$ cat src/rtl/jogador_automatico_if.sv
// Signal bundle between the automatic player and the Genius game / host.
// The slave modport is the player's view; the master modport drives it.
interface jogador_automatico_if;
    logic       iniciar;
    logic       escreve;
    logic [3:0] endereco_escrita;
    logic [3:0] dado_escrita;
    logic [3:0] num_rodadas;
    logic       erro_habilita;
    logic [3:0] erro_rodada;
    logic [3:0] erro_jogada;
    logic       pronto_jogo;
    logic       ganhou;
    logic       perdeu;
    logic [3:0] botoes;
    logic       iniciar_jogo;
    logic       ocupado;
    logic       fim;
    logic [3:0] db_rodada;
    logic [3:0] db_jogada;
    logic [3:0] db_estado;

    modport slave (
        input  iniciar, escreve, endereco_escrita, dado_escrita, num_rodadas,
        input  erro_habilita, erro_rodada, erro_jogada,
        input  pronto_jogo, ganhou, perdeu,
        output botoes, iniciar_jogo, ocupado, fim, db_rodada, db_jogada, db_estado
    );

    modport master (
        output iniciar, escreve, endereco_escrita, dado_escrita, num_rodadas,
        output erro_habilita, erro_rodada, erro_jogada,
        output pronto_jogo, ganhou, perdeu,
        input  botoes, iniciar_jogo, ocupado, fim, db_rodada, db_jogada, db_estado
    );
endinterface

$ cat src/rtl/jogador_automatico.sv
// Automatic player for the Genius memory game: replays a stored sequence
// round by round, optionally injecting one wrong play at a chosen position.
module jogador_automatico #(
    parameter int START_LEN = 5,
    parameter int HOLD      = 5,
    parameter int GAP       = 5,
    parameter int ROUND_GAP = 5,
    parameter int CNT_W     = 12
) (
    input logic                  clock,
    input logic                  reset,
    jogador_automatico_if.slave  bus
);

    typedef enum logic [3:0] {
        IDLE    = 4'd0,
        START   = 4'd1,
        WAIT_S  = 4'd2,
        PRESS   = 4'd3,
        RELEASE = 4'd4,
        RGAP    = 4'd5,
        DONE    = 4'd6
    } state_t;

    localparam logic [CNT_W-1:0] START_LAST = CNT_W'(START_LEN - 1);
    localparam logic [CNT_W-1:0] HOLD_LAST  = CNT_W'(HOLD - 1);
    localparam logic [CNT_W-1:0] GAP_LAST   = CNT_W'(GAP - 1);
    localparam logic [CNT_W-1:0] RGAP_LAST  = CNT_W'(ROUND_GAP - 1);

    state_t           state;
    logic [CNT_W-1:0] cnt;
    logic [3:0]       rodada;
    logic [3:0]       jogada;
    logic [3:0]       mem [16];
    logic             iniciar_q;
    logic [3:0]       botoes_r;
    logic             iniciar_jogo_r;
    logic             ocupado_r;
    logic             fim_r;

    logic             start;
    logic             abort_now;
    logic             idle_like;
    logic [3:0]       nxt_jogada;
    logic             inject;
    logic [3:0]       valor_next;

    // Wrong play: rotate-left, so a one-hot play becomes a different button.
    function automatic logic [3:0] play_value(input logic [3:0] word, input logic wrong);
        return wrong ? {word[2:0], word[3]} : word;
    endfunction

    assign start     = bus.iniciar & ~iniciar_q;
    assign idle_like = (state == IDLE) || (state == DONE);

    // The game still shows its previous pronto during START's first cycle.
    always_comb begin
        abort_now = 1'b0;
        if (bus.ganhou || bus.perdeu || bus.pronto_jogo) begin
            case (state)
                START:                         abort_now = (cnt != '0);
                WAIT_S, PRESS, RELEASE, RGAP:  abort_now = 1'b1;
                default:                       abort_now = 1'b0;
            endcase
        end
    end

    // The value is computed for the play about to enter PRESS, so botoes
    // is valid from the first PRESS cycle.
    assign nxt_jogada = (state == RELEASE) ? jogada + 4'd1 : jogada;
    assign inject     = bus.erro_habilita && (rodada == bus.erro_rodada) &&
                        (nxt_jogada == bus.erro_jogada);
    assign valor_next = play_value(mem[nxt_jogada], inject);

    always_ff @(posedge clock or negedge reset) begin
        if (!reset) begin
            state          <= IDLE;
            cnt            <= '0;
            rodada         <= 4'd0;
            jogada         <= 4'd0;
            iniciar_q      <= 1'b0;
            botoes_r       <= 4'd0;
            iniciar_jogo_r <= 1'b0;
            ocupado_r      <= 1'b0;
            fim_r          <= 1'b0;
            for (int i = 0; i < 16; i++) begin
                mem[i] <= 4'd0;
            end
        end else begin
            iniciar_q <= bus.iniciar;

            if (idle_like && bus.escreve) begin
                mem[bus.endereco_escrita] <= bus.dado_escrita;
            end

            if (abort_now) begin
                state          <= DONE;
                cnt            <= '0;
                botoes_r       <= 4'd0;
                iniciar_jogo_r <= 1'b0;
                ocupado_r      <= 1'b0;
                fim_r          <= 1'b1;
            end else begin
                case (state)
                    IDLE, DONE: begin
                        if (start) begin
                            state          <= START;
                            cnt            <= '0;
                            rodada         <= 4'd0;
                            jogada         <= 4'd0;
                            botoes_r       <= 4'd0;
                            iniciar_jogo_r <= 1'b1;
                            ocupado_r      <= 1'b1;
                            fim_r          <= 1'b0;
                        end
                    end

                    START: begin
                        if (cnt == START_LAST) begin
                            state          <= WAIT_S;
                            cnt            <= '0;
                            iniciar_jogo_r <= 1'b0;
                        end else begin
                            cnt <= cnt + 1'b1;
                        end
                    end

                    WAIT_S: begin
                        if (cnt == GAP_LAST) begin
                            state    <= PRESS;
                            cnt      <= '0;
                            botoes_r <= valor_next;
                        end else begin
                            cnt <= cnt + 1'b1;
                        end
                    end

                    PRESS: begin
                        if (cnt == HOLD_LAST) begin
                            state    <= RELEASE;
                            cnt      <= '0;
                            botoes_r <= 4'd0;
                        end else begin
                            cnt <= cnt + 1'b1;
                        end
                    end

                    RELEASE: begin
                        if (cnt == GAP_LAST) begin
                            cnt <= '0;
                            if (jogada < rodada) begin
                                jogada   <= jogada + 4'd1;
                                state    <= PRESS;
                                botoes_r <= valor_next;
                            end else if ((rodada == bus.num_rodadas) || (rodada == 4'hF)) begin
                                // rodada saturates at 15 even if num_rodadas changes mid-run
                                state     <= DONE;
                                ocupado_r <= 1'b0;
                                fim_r     <= 1'b1;
                            end else begin
                                rodada <= rodada + 4'd1;
                                jogada <= 4'd0;
                                state  <= RGAP;
                            end
                        end else begin
                            cnt <= cnt + 1'b1;
                        end
                    end

                    RGAP: begin
                        if (cnt == RGAP_LAST) begin
                            state    <= PRESS;
                            cnt      <= '0;
                            botoes_r <= valor_next;
                        end else begin
                            cnt <= cnt + 1'b1;
                        end
                    end

                    default: begin
                        state          <= IDLE;
                        cnt            <= '0;
                        botoes_r       <= 4'd0;
                        iniciar_jogo_r <= 1'b0;
                        ocupado_r      <= 1'b0;
                        fim_r          <= 1'b0;
                    end
                endcase
            end
        end
    end

    assign bus.botoes       = botoes_r;
    assign bus.iniciar_jogo = iniciar_jogo_r;
    assign bus.ocupado      = ocupado_r;
    assign bus.fim          = fim_r;
    assign bus.db_rodada    = rodada;
    assign bus.db_jogada    = jogada;
    assign bus.db_estado    = state;

endmodule

$ cat src/flat_wrapper.sv
// flat-port wrapper written by rule: the top's interface ports become plain ports
module jogador_automatico_flat 
#(
    parameter int START_LEN = 5,
    parameter int HOLD      = 5,
    parameter int GAP       = 5,
    parameter int ROUND_GAP = 5,
    parameter int CNT_W     = 12
)
  (clock, reset, bus_iniciar, bus_escreve, bus_endereco_escrita, bus_dado_escrita, bus_num_rodadas, bus_erro_habilita, bus_erro_rodada, bus_erro_jogada, bus_pronto_jogo, bus_ganhou, bus_perdeu, bus_botoes, bus_iniciar_jogo, bus_ocupado, bus_fim, bus_db_rodada, bus_db_jogada, bus_db_estado);
  jogador_automatico_if bus_i ();
  input logic clock;
  input logic reset;
  input wire logic [$bits(bus_i.iniciar)-1:0] bus_iniciar;
  input wire logic [$bits(bus_i.escreve)-1:0] bus_escreve;
  input wire logic [$bits(bus_i.endereco_escrita)-1:0] bus_endereco_escrita;
  input wire logic [$bits(bus_i.dado_escrita)-1:0] bus_dado_escrita;
  input wire logic [$bits(bus_i.num_rodadas)-1:0] bus_num_rodadas;
  input wire logic [$bits(bus_i.erro_habilita)-1:0] bus_erro_habilita;
  input wire logic [$bits(bus_i.erro_rodada)-1:0] bus_erro_rodada;
  input wire logic [$bits(bus_i.erro_jogada)-1:0] bus_erro_jogada;
  input wire logic [$bits(bus_i.pronto_jogo)-1:0] bus_pronto_jogo;
  input wire logic [$bits(bus_i.ganhou)-1:0] bus_ganhou;
  input wire logic [$bits(bus_i.perdeu)-1:0] bus_perdeu;
  output wire logic [$bits(bus_i.botoes)-1:0] bus_botoes;
  output wire logic [$bits(bus_i.iniciar_jogo)-1:0] bus_iniciar_jogo;
  output wire logic [$bits(bus_i.ocupado)-1:0] bus_ocupado;
  output wire logic [$bits(bus_i.fim)-1:0] bus_fim;
  output wire logic [$bits(bus_i.db_rodada)-1:0] bus_db_rodada;
  output wire logic [$bits(bus_i.db_jogada)-1:0] bus_db_jogada;
  output wire logic [$bits(bus_i.db_estado)-1:0] bus_db_estado;
  assign bus_i.iniciar = bus_iniciar;
  assign bus_i.escreve = bus_escreve;
  assign bus_i.endereco_escrita = bus_endereco_escrita;
  assign bus_i.dado_escrita = bus_dado_escrita;
  assign bus_i.num_rodadas = bus_num_rodadas;
  assign bus_i.erro_habilita = bus_erro_habilita;
  assign bus_i.erro_rodada = bus_erro_rodada;
  assign bus_i.erro_jogada = bus_erro_jogada;
  assign bus_i.pronto_jogo = bus_pronto_jogo;
  assign bus_i.ganhou = bus_ganhou;
  assign bus_i.perdeu = bus_perdeu;
  assign bus_botoes = bus_i.botoes;
  assign bus_iniciar_jogo = bus_i.iniciar_jogo;
  assign bus_ocupado = bus_i.ocupado;
  assign bus_fim = bus_i.fim;
  assign bus_db_rodada = bus_i.db_rodada;
  assign bus_db_jogada = bus_i.db_jogada;
  assign bus_db_estado = bus_i.db_estado;
  jogador_automatico #(.START_LEN(START_LEN), .HOLD(HOLD), .GAP(GAP), .ROUND_GAP(ROUND_GAP), .CNT_W(CNT_W)) u_core (.clock(clock), .reset(reset), .bus(bus_i));
endmodule
$ cat config.mk
export PLATFORM = sky130hd
export DESIGN_NAME = jogador_automatico_flat
export DESIGN_NICKNAME = d
export VERILOG_FILES = /design/src/rtl/jogador_automatico_if.sv /design/src/rtl/jogador_automatico.sv /design/src/flat_wrapper.sv
export SDC_FILE = /design/constraint.sdc
export NUM_CORES = 1
export LEC_CHECK = 0
export ABC_AREA = 0
export BUFFER_PORTS_ARGS = -buffer_cell sky130_fd_sc_hd__buf_2
export CELL_PAD_IN_SITES_DETAIL_PLACEMENT = 1
export CELL_PAD_IN_SITES_GLOBAL_PLACEMENT = 2
export CORE_MARGIN = 2
export CORE_UTILIZATION = 37
export CTS_CLUSTER_DIAMETER = 200
export DETAILED_ROUTE_END_ITERATION = 8
export GPL_ROUTABILITY_DRIVEN = 0
export GPL_TIMING_DRIVEN = 0
export PLACE_DENSITY = 0.73
export SLEW_MARGIN = 20
export SYNTH_ARGS = -nofsm -noshare
export SYNTH_HDL_FRONTEND = slang
export SYNTH_SLANG_ARGS = --single-unit
$ cat constraint.sdc
create_clock -name clock -period 2.5 [get_ports clock]
set_input_delay 0.125 -clock clock [delete_from_list [all_inputs] [get_ports clock]]
set_output_delay 0.125 -clock clock [all_outputs]
set_load 0.02 [all_outputs]
# --- Word level (Yosys, flattened, before mapping) ---
# Index checks and enable logic that the tools add are counted.
word_totals:
  reg_bits: 96
  in_bits: 28
  out_inout_bits: 19
  elab_cells: 139
op_classes:
  n_addsub: 3
  magnitude_cmp: 4
  n_eq_ne: 27
  n_mux: 53
  n_bitwise: 5
  reduce_logical: 22
ops:
  columns: ["op", "n"]
  rows:
  - ["4-bit two-way mux", 24]
  - ["64-bit bitwise mux", 1]
  - ["4-bit one-hot mux with 5 select lines", 2]
  - ["12-bit two-way mux", 3]
  - ["12-bit one-hot mux with 2 select lines", 1]
  - ["4-bit binary-select mux with 4-bit select", 1]
  - ["4-bit demux with 4-bit select", 1]
  - ["4-bit one-hot mux with 2 select lines", 2]
  - ["5-bit AND reduction", 3]
  - ["1-bit two-way mux", 13]
  - ["12-bit by 1-bit adder with 12-bit output, second input constant", 1]
  - ["12-bit by 3-bit equality test with 1-bit output, second input constant", 1]
  - ["4-bit by 3-bit equality test with 1-bit output, second input constant", 3]
  - ["4-bit equality test", 3]
  - ["3-bit by 1-bit != test with 1-bit output, second input constant", 4]
  - ["3-bit by 2-bit != test with 1-bit output, second input constant", 4]
  - ["6-bit AND reduction", 2]
  - ["12-bit nonzero test", 1]
  - ["5-bit >= comparator, second input constant", 2]
  - ["4-bit inverter with 5-bit output", 2]
  - ["1-bit one-hot mux with 3 select lines", 3]
  - ["4-bit by 1-bit adder with 4-bit output, second input constant", 2]
  - ["4-bit by 2-bit equality test with 1-bit output, second input constant", 2]
  - ["2-bit by 1-bit != test with 1-bit output, second input constant", 4]
  - ["other kinds (18)", 29]

# --- Depth between registers and ports, before layout ---
# Gate-level depths: netlist of run 1.
logic_depth:
  word_depth: 11
  mapped_depth: 9
  ltp_nobuf: 8

# --- Worst setup path after synthesis of run 1 ---
# Ideal clock, no wire load.
synth_timing:
  path_type: "flip-flop to flip-flop"
  startpoint: "register u_core.jogada[1] (netlist: u_core.bus.db_jogada[1])"
  endpoint: "register u_core.botoes_r[0] (netlist: u_core.bus.botoes[0])"
  setup_time_ps: 145
  arrival_time_ps: 2612
  required_time_ps: 2355
  setup_slack_ps: -257
  path_stages_with_launch: 10
  path_buffers: 3
  period_less_slack_ps: 2757
  path_cell_list: "dfrtp_1 > ha_1 > clkbuf_1 > buf_2 > buf_2 > mux4_2 > mux2i_1 > mux2i_1 > o21ai_0 > o221ai_1"
synth_via:
  elab_chain_len: 11
  word_cells_on_any_way: 17
  cone_classes: "add/sub: 1; order compare: 1; eq/ne: 2; mux: 10; bitwise: 1; reduce/logical: 2"
synth_rtl:
  columns: ["item", "line", "source"]
  rows:
  - ["start: declaration", "jogador_automatico.sv:33", "logic [3:0] jogada;"]
  - ["start signal: assignment", "jogador_automatico.sv:152", "jogada <= jogada + 4'd1;"]
  - ["4-bit by 1-bit adder with 4-bit output", "jogador_automatico.sv:70", "assign nxt_jogada = (state == RELEASE) ? jogada + 4'd1 : jogada;"]
  - ["4-bit two-way mux", "jogador_automatico.sv:70", null]
  - ["4-bit inverter with 5-bit output (not written as such)", "jogador_automatico.sv:73", "assign valor_next = play_value(mem[nxt_jogada], inject);"]
  - ["4-bit binary-select mux with 4-bit select", "jogador_automatico.sv:73", null]
  - ["4-bit two-way mux (not written as such) (2 in series)", "jogador_automatico.sv:73", null]
  - ["4-bit two-way mux", "jogador_automatico.sv:50", "return wrong ? {word[2:0], word[3]} : word;"]
  - ["4-bit two-way mux", "jogador_automatico.sv:151", "if (jogada < rodada) begin"]
  - ["4-bit two-way mux", "jogador_automatico.sv:149", "if (cnt == GAP_LAST) begin"]
  - ["4-bit one-hot mux with 5 select lines", "jogador_automatico.sv:104", "case (state)"]
  - ["4-bit two-way mux", "jogador_automatico.sv:96", "if (abort_now) begin"]
  - ["end signal: assignment", "jogador_automatico.sv:132", "botoes_r <= valor_next;"]
  - ["end signal: assignment", "jogador_automatico.sv:154", "botoes_r <= valor_next;"]
  - ["end signal: assignment", "jogador_automatico.sv:174", "botoes_r <= valor_next;"]
  - ["end: declaration", "jogador_automatico.sv:36", "logic [3:0] botoes_r;"]
# Parallel ways exist; a longest one is shown, timed or not. The select of a mux whose other input is x is not followed.
# A chain may end at the register's enable or synchronous reset.

# --- Worst setup path after layout of run 1 ---
# Ends and elaborated chain as after synthesis.

==> results of run 1 <==
[Yosys cell counts, types with 7 or more instances]
master     n
mux2_2    40
mux2i_1   27
xnor2_1   10
dfrtp_1   95
inv_1     13
ha_1       7
mux2_1    24
nand2_1   33
mux4_2    28
buf_2     10
nor3_1    12
nor2_1    37
a21oi_1   12
clkbuf_1  15
o21ai_0   14
nand3_1   19
xor2_1     9
o21ai_1   12
[power by group through the flow]
stage | Sequential, mW | Combinational, mW | Clock [mW]
floorplan | 2.35 | 2.12 | 0
global placement | 2.35 | 2.90 | 0
detailed placement | 2.41 | 2.98 | 0
CTS | 2.39 | 3.17 | 1.46
global route | 2.46 | 3.66 | 1.51
finish | 2.39 | 3.35 | 1.42
[per-layer routing]
| layer | share of wire [%] | GRT usage (%) |
|---|---|---|
| met5 | 0 | 0 |
| met4 | 1.7 | 6.65 |
| met3 | 2.8 | 3.88 |
| met2 | 50 | 35.6 |
| met1 | 45 | 27.2 |
[per-stage QoR]
stage | std cells | cell area (sq um) | setup WS (ns) | utilization (%) | hold WS [ns]
6_report | 809 | 7010 | 0.0760 | 46.0 | 0.0999
5_1_grt | 809 | 7010 | -0.0110 | 46.0 | 0.113
3_5_place_dp | 770 | 6350 | -0.594 | 41.6 | 0.0868
3_3_place_gp | 769 | 6310 | -0.524 | 41.4 | 0.275
4_1_cts | 795 | 6840 | 0.0118 | 44.8 | 0.0960
2_1_floorplan | 513 | 5820 | 0.00212 | - | -0.171
[critical path: cells and delay by family (launching register included)]
| family | cells | cell delay [ns] |
|---|---|---|
| multiplexers | 3 | 0.93 |
| flip-flops | 1 | 0.45 |
| AO/OA/AOI/OAI | 2 | 0.33 |
| adder cells (fa/ha/maj) | 1 | 0.32 |
| buffers and inverters | 2 | 0.26 |
[worst max-delay path by stage]
stage	to	slack, ns	cells past startpoint
3_5_place_dp	u_core.bus.botoes[1]	-0.59	9
3_3_place_gp	u_core.bus.botoes[0]	-0.52	9
5_1_grt	u_core.bus.botoes[1]	-0.01	10
2_1_floorplan	u_core.bus.botoes[0]	0.002	9
6_report	u_core.bus.botoes[0]	0.08	8
4_1_cts	u_core.bus.botoes[0]	0.01	8
[registers in the layout, summed over array words and instances, names as in the netlist]
register	count
u_core.mem	64
u_core.bus.botoes	4
u_core.bus.db_estado	3
u_core.bus.db_rodada	4
u_core.bus.ocupado	1
u_core.iniciar_q	1
u_core.cnt	12
u_core.bus.db_jogada	4
u_core.bus.fim	1
u_core.bus.iniciar_jogo	1
[area by class of cell]
type	count	area [sq um]	share of cell area [%]
Clock buffer	11	233	3.32
Tap cell	211	264	3.76
Buffer	29	200	2.85
Timing Repair Buffer	70	448	6.39
Multi-Input combinational cell	373	3370	48.0
Clock inverter	5	66.3	0.946
Inverter	15	56.3	0.803
Sequential cell	95	2380	33.9
[what timing repair did]
action,in CTS,in global routing
setup endpoints to repair,79,21
buffers inserted,8,14
pin swaps,4,4
hold endpoints to repair,43,0
gates resized for setup,29,16
hold buffers,2,0
[cells in the final DEF (no fill, tap or decap), drive strengths merged, types with 5 or more instances in the layout]
master,n
xnor2,12
clkbuf,25
mux4,28
nand3,19
o21ai,26
nand2b,6
xor2,9
dfrtp,95
ha,7
buf,83
a21oi,12
inv,16
mux2,64
nor3,12
mux2i,27
and3,7
a31oi,6
nand2,33
a211oi,5
nor2,38
[logic make-up (layout without fill, tap and decap cells)]
group | count (synthesis) | count (layout) | share of synthesized area (%)
other cells | 1 | 1 | 0.0645
buf+inv | 45 | 130 | 3.38
xor+xnor | 21 | 21 | 3.81
flops | 95 | 95 | 40.9
fa+ha+maj | 7 | 7 | 1.51
compound gates | 81 | 81 | 9.53
simple gates | 144 | 144 | 13.0
mux | 119 | 119 | 27.9
==> results.tsv, run 1 <==
metric	value	unit
Die W	129	um
Slew headroom	30.6	%
Critical Path Source	u_core.bus.db_jogada[1]	
layout cells sized above 1	32.1	%
Comb power frac	46.8	%
die height	129	um
Sequential Power Share	33.3	%
final WL	16.4	mm
setup TNS	0	ns
P per Cell Area	1020	mW/mm^2
most area-consuming cells after synthesis	dfrtp_1 41%, mux4_2 11%, mux2_2 7.7%, mux2i_1 4.6%, mux2_1 4.6%	
CP arrival	2.64	ns
crit-path max cell delay	0.51	ns
cells after synthesis	513	
Hold Path Cell Cnt	2	
number of DRC markers in iteration 0	187	
RSZ-0062 raised after global routing	true	
largest fanout on the critical path	7	
fin crit period	2.42	ns
I/O pin cnt	47	
Max VDD drop	0.489	mV
Critical R2R Launch	u_core.bus.db_jogada[1]	
wire per inst	20.2	um
CTS buffer count	9	
Cell Area, Synth	0.00582	sq mm
Initial Utilization	38.1	%
vias	4458	
crit-path cells	ha_4 > buf_12 > buf_4 > mux4_2 > mux2i_1 > mux2i_1 > o21ai_2 > o221ai_1	
vias per cell	5.51	
CP required	2.72	ns
post-DP HPWL	11.9	mm
Layout area overhead	20.6	%
CP dominant cell by count	mux2i_1	
CTS Buffer Depth	2	
r2r setup slk	0.08	ns
Core Region	0.0153	sq mm
total gr overflow	0	
Yosys cell types	68	
Slowest cell on crit path	mux4_2	
vias in the first global route	4785	
sequential-to-total area share from yosys stat	40.9	%
Yosys top cell area share	40.9	%
Rows	45	
initial antenna violation count	0	
FF-to-FF End	u_core.bus.botoes[0]	
latest clock arrival within the worst-skew pair	0.35	ns
Yosys warning total	0	
#FFs+latches synth	95	
Sw Ratio	38.7	%
status	complete, no violations	
Root Buffer Master	clkbuf_16	
Post-DRT Antenna Nets	0	
number of flops mapped to enable cells by yosys	0	
Slew @ Worst Pin	1.03	ns
crit path kind	register to register	
max_cap viols	0	
# nets final	628	
Tot GR Track Use	21.0	%
Synth area leader	dfrtp_1	
Crit. End Element	register	
WHS Endpoint	u_core.mem[23]	
fillcell total	1627	
Leakage	3.11	nW
DRT Pass-1 Iters	4	
first-pass GRT wire length	26.7	mm
FF-to-FF path depth	8	
Net Sw Power	2.77	mW
FMAX	413	MHz
TritonCTS clock tree	done	
fin crit share	97.0	%
P_int	4.39	mW
hold path start	bus_dado_escrita[3]	
final setup skew	0.00814	ns
fin. max-slew vios	0	
residual DRC count	0	
Min-Delay Path Class	input pin to register	
Async SR Flop Fraction	100	%
Clock Power Share	19.8	%
CTS Sinks	95	
total power	7.16	mW
PortBufs	45	
diode count	0	
clock-pin transition on the worst setup and hold timing paths	0.07	ns
Syn Area/Cell	11.3	sq um
Synthesized Nets	548	
setup violators final	0	
die area	0.0167	sq mm
ys flop type	dfrtp_1	
Clock H-tree levels	3	
CP Launch Type	register	
pin count of the biggest net entering global routing	54	
Hold Fails Final Rpt	0	
No activity file was read; power rests on OpenSTA's default activity.
==> inputs of run 2 (changes only) <==
Settings changed: REMOVE_ABC_BUFFERS set to 1.
==> results.tsv, run 2 (synthesis gave the netlist of run 1 again) <==
metric	value	unit	change
met3 WL	646	um	+42%
final setup skew	0.0129	ns	+0.00479 ns
Min-Delay Path Class	input pin to async pin		
residual DRC count	0		unchanged
CP arrival	2.75	ns	+0.11 ns
fin area	0.00710	sq mm	+1.3%
die height	129	um	unchanged
Cells after DPL	743		-3.5%
Rows	45		unchanged
PortBufs	45		unchanged
number of DRC markers in iteration 0	243		+30%
layout cells sized above 1	34.6	%	+2.5 points
Slew @ Worst Pin	1.04	ns	+0.00625 ns
clock-pin transition on the worst setup and hold timing paths	0.08	ns	about the same
TritonCTS clock tree	done		
top sig layer	met4		
fin crit share	99.3	%	+2.3 points
Finished Layout Cells	797		-1.5%
Hold Fails Final Rpt	0		unchanged
crit-path max cell delay	0.52	ns	about the same
fillcell total	1620		-0.43%
Die W	129	um	unchanged
die area	0.0167	sq mm	unchanged
fin crit period	2.48	ns	+0.0586 ns
Leakage	3.14	nW	+0.79%
Met1 Routed Length	7.38	mm	-0.51%
Tot GR Track Use	20.2	%	-0.75 points
Slew headroom	30.2	%	-0.42 points
Slowest cell on crit path	or4_4		
setup violators final	0		unchanged
final WL	16.3	mm	-0.34%
Clock Power Share	22.2	%	+2.4 points
crit-path cells	ha_4 > buf_12 > mux2i_1 > mux4_2 > or4_4 > and3_4 > o221ai_2		
RSZ-0062 raised after global routing	true		
Critical Path Source	u_core.bus.db_jogada[0]		
status	complete, no violations		
DRT Pass-1 Iters	4		unchanged
top flop regs	u_core.mem x64, u_core.cnt x12		
area taken by multi-input logic gates	0.00336	sq mm	-0.11%
Root Buffer Master	clkbuf_16		
latest clock arrival within the worst-skew pair	0.36	ns	about the same
max FFs per register	64		unchanged
crit path kind	register to register		
CP required	2.77	ns	+0.05 ns
CP Launch Type	register		
Initial Utilization	38.1	%	unchanged
Layout area overhead	22.2	%	
total gr overflow	0		unchanged
largest fanout on the critical path	11		+4
max_cap viols	0		unchanged
P_int	4.68	mW	+6.7%
FMAX	403	MHz	-2.4%
most flop-heavy register	u_core.mem		
# nets final	616		-1.9%
first-pass GRT wire length	25.6	mm	-4.4%
most frequent cells in the layout	86 x dfrtp_1, 44 x buf_2, 40 x mux2_2		
CTS Buffer Depth	2		unchanged
initial antenna violation count	0		unchanged
vias	4472		+0.31%
placed cell area	0.00626	sq mm	-1.4%
Register Area	0.00240	sq mm	+0.79%
Post-DRT Antenna Nets	0		unchanged
fin. max-slew vios	0		unchanged
Crit. End Element	register		
Clock H-tree levels	3		unchanged
Comb power frac	45.2	%	-1.6 points
vias in the first global route	4519		-5.6%
Sw Ratio	37.5	%	-1.2 points
CTS Sinks	95		unchanged
most common cell after layout, fill and taps aside	dfrtp_1		
pin count of the biggest net entering global routing	79		+46%
total power	7.49	mW	+4.6%
diode count	0		unchanged
I/O pin cnt	47		unchanged
CTS buffer count	9		unchanged
Critical R2R Launch	u_core.bus.db_jogada[0]		
wire per inst	20.5	um	+1.2%
vias per cell	5.61		+1.8%
Net Sw Power	2.81	mW	+1.3%
post-DP HPWL	10.8	mm	-9.4%
Sequential Power Share	32.6	%	-0.7 points
P per Cell Area	1050	mW/mm^2	+3.2%
wire length on met2	8.01	mm	-2.4%
Max VDD drop	0.438	mV	-10%
Core Region	0.0153	sq mm	unchanged
## run 2: cell count changes in the layout (fill, tap and decap cells not counted), sizes merged
cell and change:
buf +1, bufinv +2, clkbuf -15, clkinv -1, inv +1
## run 2: power by group through the flow
stage          clock network (mW)  registers (mW)  logic, mW
6_report                     1.66            2.44       3.39
3_3_place_gp                    0            2.53       2.58
2_1_floorplan                   0            2.48       1.89
3_5_place_dp                    0            2.52       2.79
5_1_grt                      1.77            2.52       3.67
4_1_cts                      1.70            2.47       2.98
## run 2: final timing paths
check | end | slack (ns) | cells past startpoint
worst max-delay path | u_core.bus.botoes[3] | 0.02 | 7
worst min-delay path | u_core.cnt[3] | 0.16 | 2
worst max register to register | u_core.bus.botoes[3] | 0.02 | 7
worst min register to register | u_core.bus.ocupado | 0.52 | 2
max in group asynchronous | u_core.bus.db_estado[0] | 1.65 | 3
min in group clock | u_core.mem[12] | 0.24 | 2
## run 2: what timing repair did
action / in CTS / in global routing
setup endpoints to repair: 88 / 73
hold buffers: 2 / 0
buffers inserted: 15 / 21
gates resized for setup: 17 / 18
pin swaps: 7 / 5
endpoints found under the hold margin: 96 / 0
## run 2: per-stage QoR
stage	setup slack (ns)	util (%)	TNS, ns	hold slack, ns
after floorplan	-1.17	-	-4.73	-0.171
after global placement	-2.08	40.4	-37.63	0.267
after detailed placement	-0.856	41.0	-27.27	-0.0201
after CTS	-0.00907	44.9	-0.00907	0.163
after global routing	-0.0370	46.6	-0.0793	0.172
final	0.0174	46.6	0	0.163
## run 2: worst max-delay path: cells and delay by family (launching register included)
kind	cells	cell delay, ns
buffers and inverters	1	0.15
muxes	2	0.61
AOI/OAI and AO/OA	1	0.15
adders and majority gates	1	0.26
DFF	1	0.51
and+or+nand+nor	2	0.69
## run 2: area by class of cell
| type | instances | area share [%] |
|---|---|---|
| Inverter | 15 | 0.793 |
| Clock inverter | 7 | 1.78 |
| Tap cell | 211 | 3.72 |
| Clock buffer | 9 | 3.17 |
| Multi-Input combinational cell | 373 | 47.3 |
| Timing Repair Buffer | 87 | 9.46 |
| Sequential cell | 95 | 33.8 |
## run 2: metal layers
metal	vias up	track usage, %
li1	2058	-
met1	2302	27.8
met2	94	32.8
met3	18	2.73
met4	0	7.54
met5	-	0
==> inputs of run 3 (changes only) <==
Settings changed: GPL_TIMING_DRIVEN 0 to unset, HOLD_SLACK_MARGIN set to 0.1.
==> results.tsv, run 3 (synthesis gave the netlist of run 1 again) <==
metric	value	unit	change
max FFs per register	64		unchanged
Crit. End Element	register		
FF-to-FF path depth	6		-1
latest clock arrival within the worst-skew pair	0.36	ns	about the same
Leakage	3.05	nW	-2.9%
crit-path cells	or3b_1 > nor2_8 > xnor2_4 > or4b_1 > and3_4 > o221ai_2		
die area	0.0167	sq mm	unchanged
Root Buffer Master	clkbuf_16		
Hold Fails Final Rpt	0		unchanged
DRT Pass-1 Iters	6		+2
Initial Utilization	38.1	%	unchanged
CP Launch Type	register		
Tot GR Track Use	20.4	%	+0.20 points
fin crit period	2.39	ns	-0.0927 ns
r2r setup slk	0.11	ns	+0.09 ns
crit-path max cell delay	0.59	ns	+0.07 ns
# nets final	615		-0.16%
FF-to-FF End	u_core.bus.botoes[3]		
Core Util, Final	44.8	%	-1.7 points
die height	129	um	unchanged
Die W	129	um	unchanged
pin count of the biggest net entering global routing	51		-35%
clock-pin transition on the worst setup and hold timing paths	0.07	ns	about the same
I/O pin cnt	47		unchanged
Max VDD drop	0.407	mV	-7.0%
most flop-heavy register	u_core.mem		
crit path kind	register to register		
vias	4445		-0.60%
Post-DRT Antenna Nets	0		unchanged
Slew headroom	57.4	%	+27 points
vias per cell	5.58		-0.48%
fin crit share	95.6	%	-3.7 points
residual DRC count	0		unchanged
CTS Sinks	95		unchanged
Slowest cell on crit path	or3b_1		
Finished Layout Cells	796		-0.13%
Min-Delay Path Class	input pin to register		
fillcell total	1630		+0.62%
Critical Path Sink	u_core.bus.botoes[3]		
Slew @ Worst Pin	0.639	ns	-0.400 ns
diode count	0		unchanged
final WL	15.8	mm	-3.2%
final setup skew	0.0104	ns	-0.00254 ns
most common cell after layout, fill and taps aside	dfrtp_1		
Layout area overhead	17.6	%	
PortBufs	45		unchanged
Critical R2R Launch	u_core.bus.db_estado[1]		
first-pass GRT wire length	26.2	mm	+2.3%
max_cap viols	0		unchanged
P per Cell Area	999	mW/mm^2	-5.2%
wire per inst	19.8	um	-3.1%
Clock H-tree levels	3		unchanged
layout cells sized above 1	31.5	%	-3.2 points
post-DP HPWL	11.6	mm	+8.0%
initial antenna violation count	0		unchanged
FMAX	418	MHz	+3.9%
CP required	2.77	ns	about the same
Cells after DPL	778		+4.7%
fin. max-slew vios	0		unchanged
setup bufs post-CTS	0		-15
setup violators final	0		unchanged
number of DRC markers in iteration 0	272		+12%
most frequent cells in the layout	93 x dfrtp_1, 44 x buf_2, 40 x mux2_2		
vias in the first global route	4695		+3.9%
CTS Buffer Depth	2		unchanged
CTS buffer count	9		unchanged
TritonCTS clock tree	done		
Rows	45		unchanged
Critical Path Source	u_core.bus.db_estado[1]		
total gr overflow	0		unchanged
Core Region	0.0153	sq mm	unchanged
largest fanout on the critical path	7		-4
CP arrival	2.66	ns	-0.09 ns
status	complete, no violations		
top flop regs	u_core.mem x64, u_core.cnt x12		
-- run 3: area by class of cell --
type	count	area [sq um]	area share, %
Clock buffer	11	243	3.55
Inverter	15	56.3	0.823
Tap cell	211	264	3.86
Clock inverter	5	41.3	0.604
Sequential cell	95	2380	34.8
Timing Repair Buffer	86	582	8.51
Multi-Input combinational cell	373	3270	47.9
-- run 3: per-layer routing --
layer	share of wire, %	routed length (um)	global-route usage (%)	up-vias
li1	-	-	-	2050
met3	3.6	575	3.63	14
met4	1.0	161	5.31	0
met1	46	7250	27.3	2297
met2	49	7790	34.5	84
met5	0	0	0	-
-- run 3: where the power goes --
part / switching [mW] / leakage [nW] / internal (mW)
logic: 1.56 / 1.65 / 1.50
registers: 0.444 / 1.26 / 1.99
clock network: 0.632 / 0.133 / 0.711
-- run 3: worst min-delay path by stage --
stage                        startpoint              endpoint  slack, ns  cells after the start
finish              bus_dado_escrita[3]        u_core.mem[31]       0.23                      2
global route        bus_dado_escrita[3]        u_core.mem[55]       0.25                      2
CTS                 bus_dado_escrita[3]        u_core.mem[55]       0.23                      2
detailed placement                reset         u_core.cnt[3]       0.20                      1
global placement                  reset         u_core.cnt[3]       0.19                      1
floorplan                         reset  u_core.bus.botoes[0]      -0.17                      0
-- run 3: what timing repair did --
item	CTS	global route
endpoints found under the hold margin	46	0
setup endpoints to repair	1	5
hold buffers	2	0
resized for setup	1	7
-- run 3: per-stage QoR --
stage                     hold WS, ns  worst slack (ns)  TNS (ns)  total power, mW  area [sq um]
after floorplan                -0.171             -1.17     -4.73             4.37          5680
after global placement          0.193            0.0648         0             5.37          6500
after detailed placement        0.195            0.0203         0             5.48          6500
after CTS                       0.231            0.0325         0             6.86          6810
after global routing            0.251          -0.00220  -0.00220             7.33          6840
final                           0.235             0.110         0             6.83          6840
-- run 3: critical path, delay by kind of cell, from the launching register on --
| kind | cells | cell delay (ns) |
|---|---|---|
| XOR/XNOR | 1 | 0.11 |
| AO/OA/AOI/OAI | 1 | 0.19 |
| flip-flops | 1 | 0.48 |
| AND/OR/NAND/NOR | 4 | 1.52 |
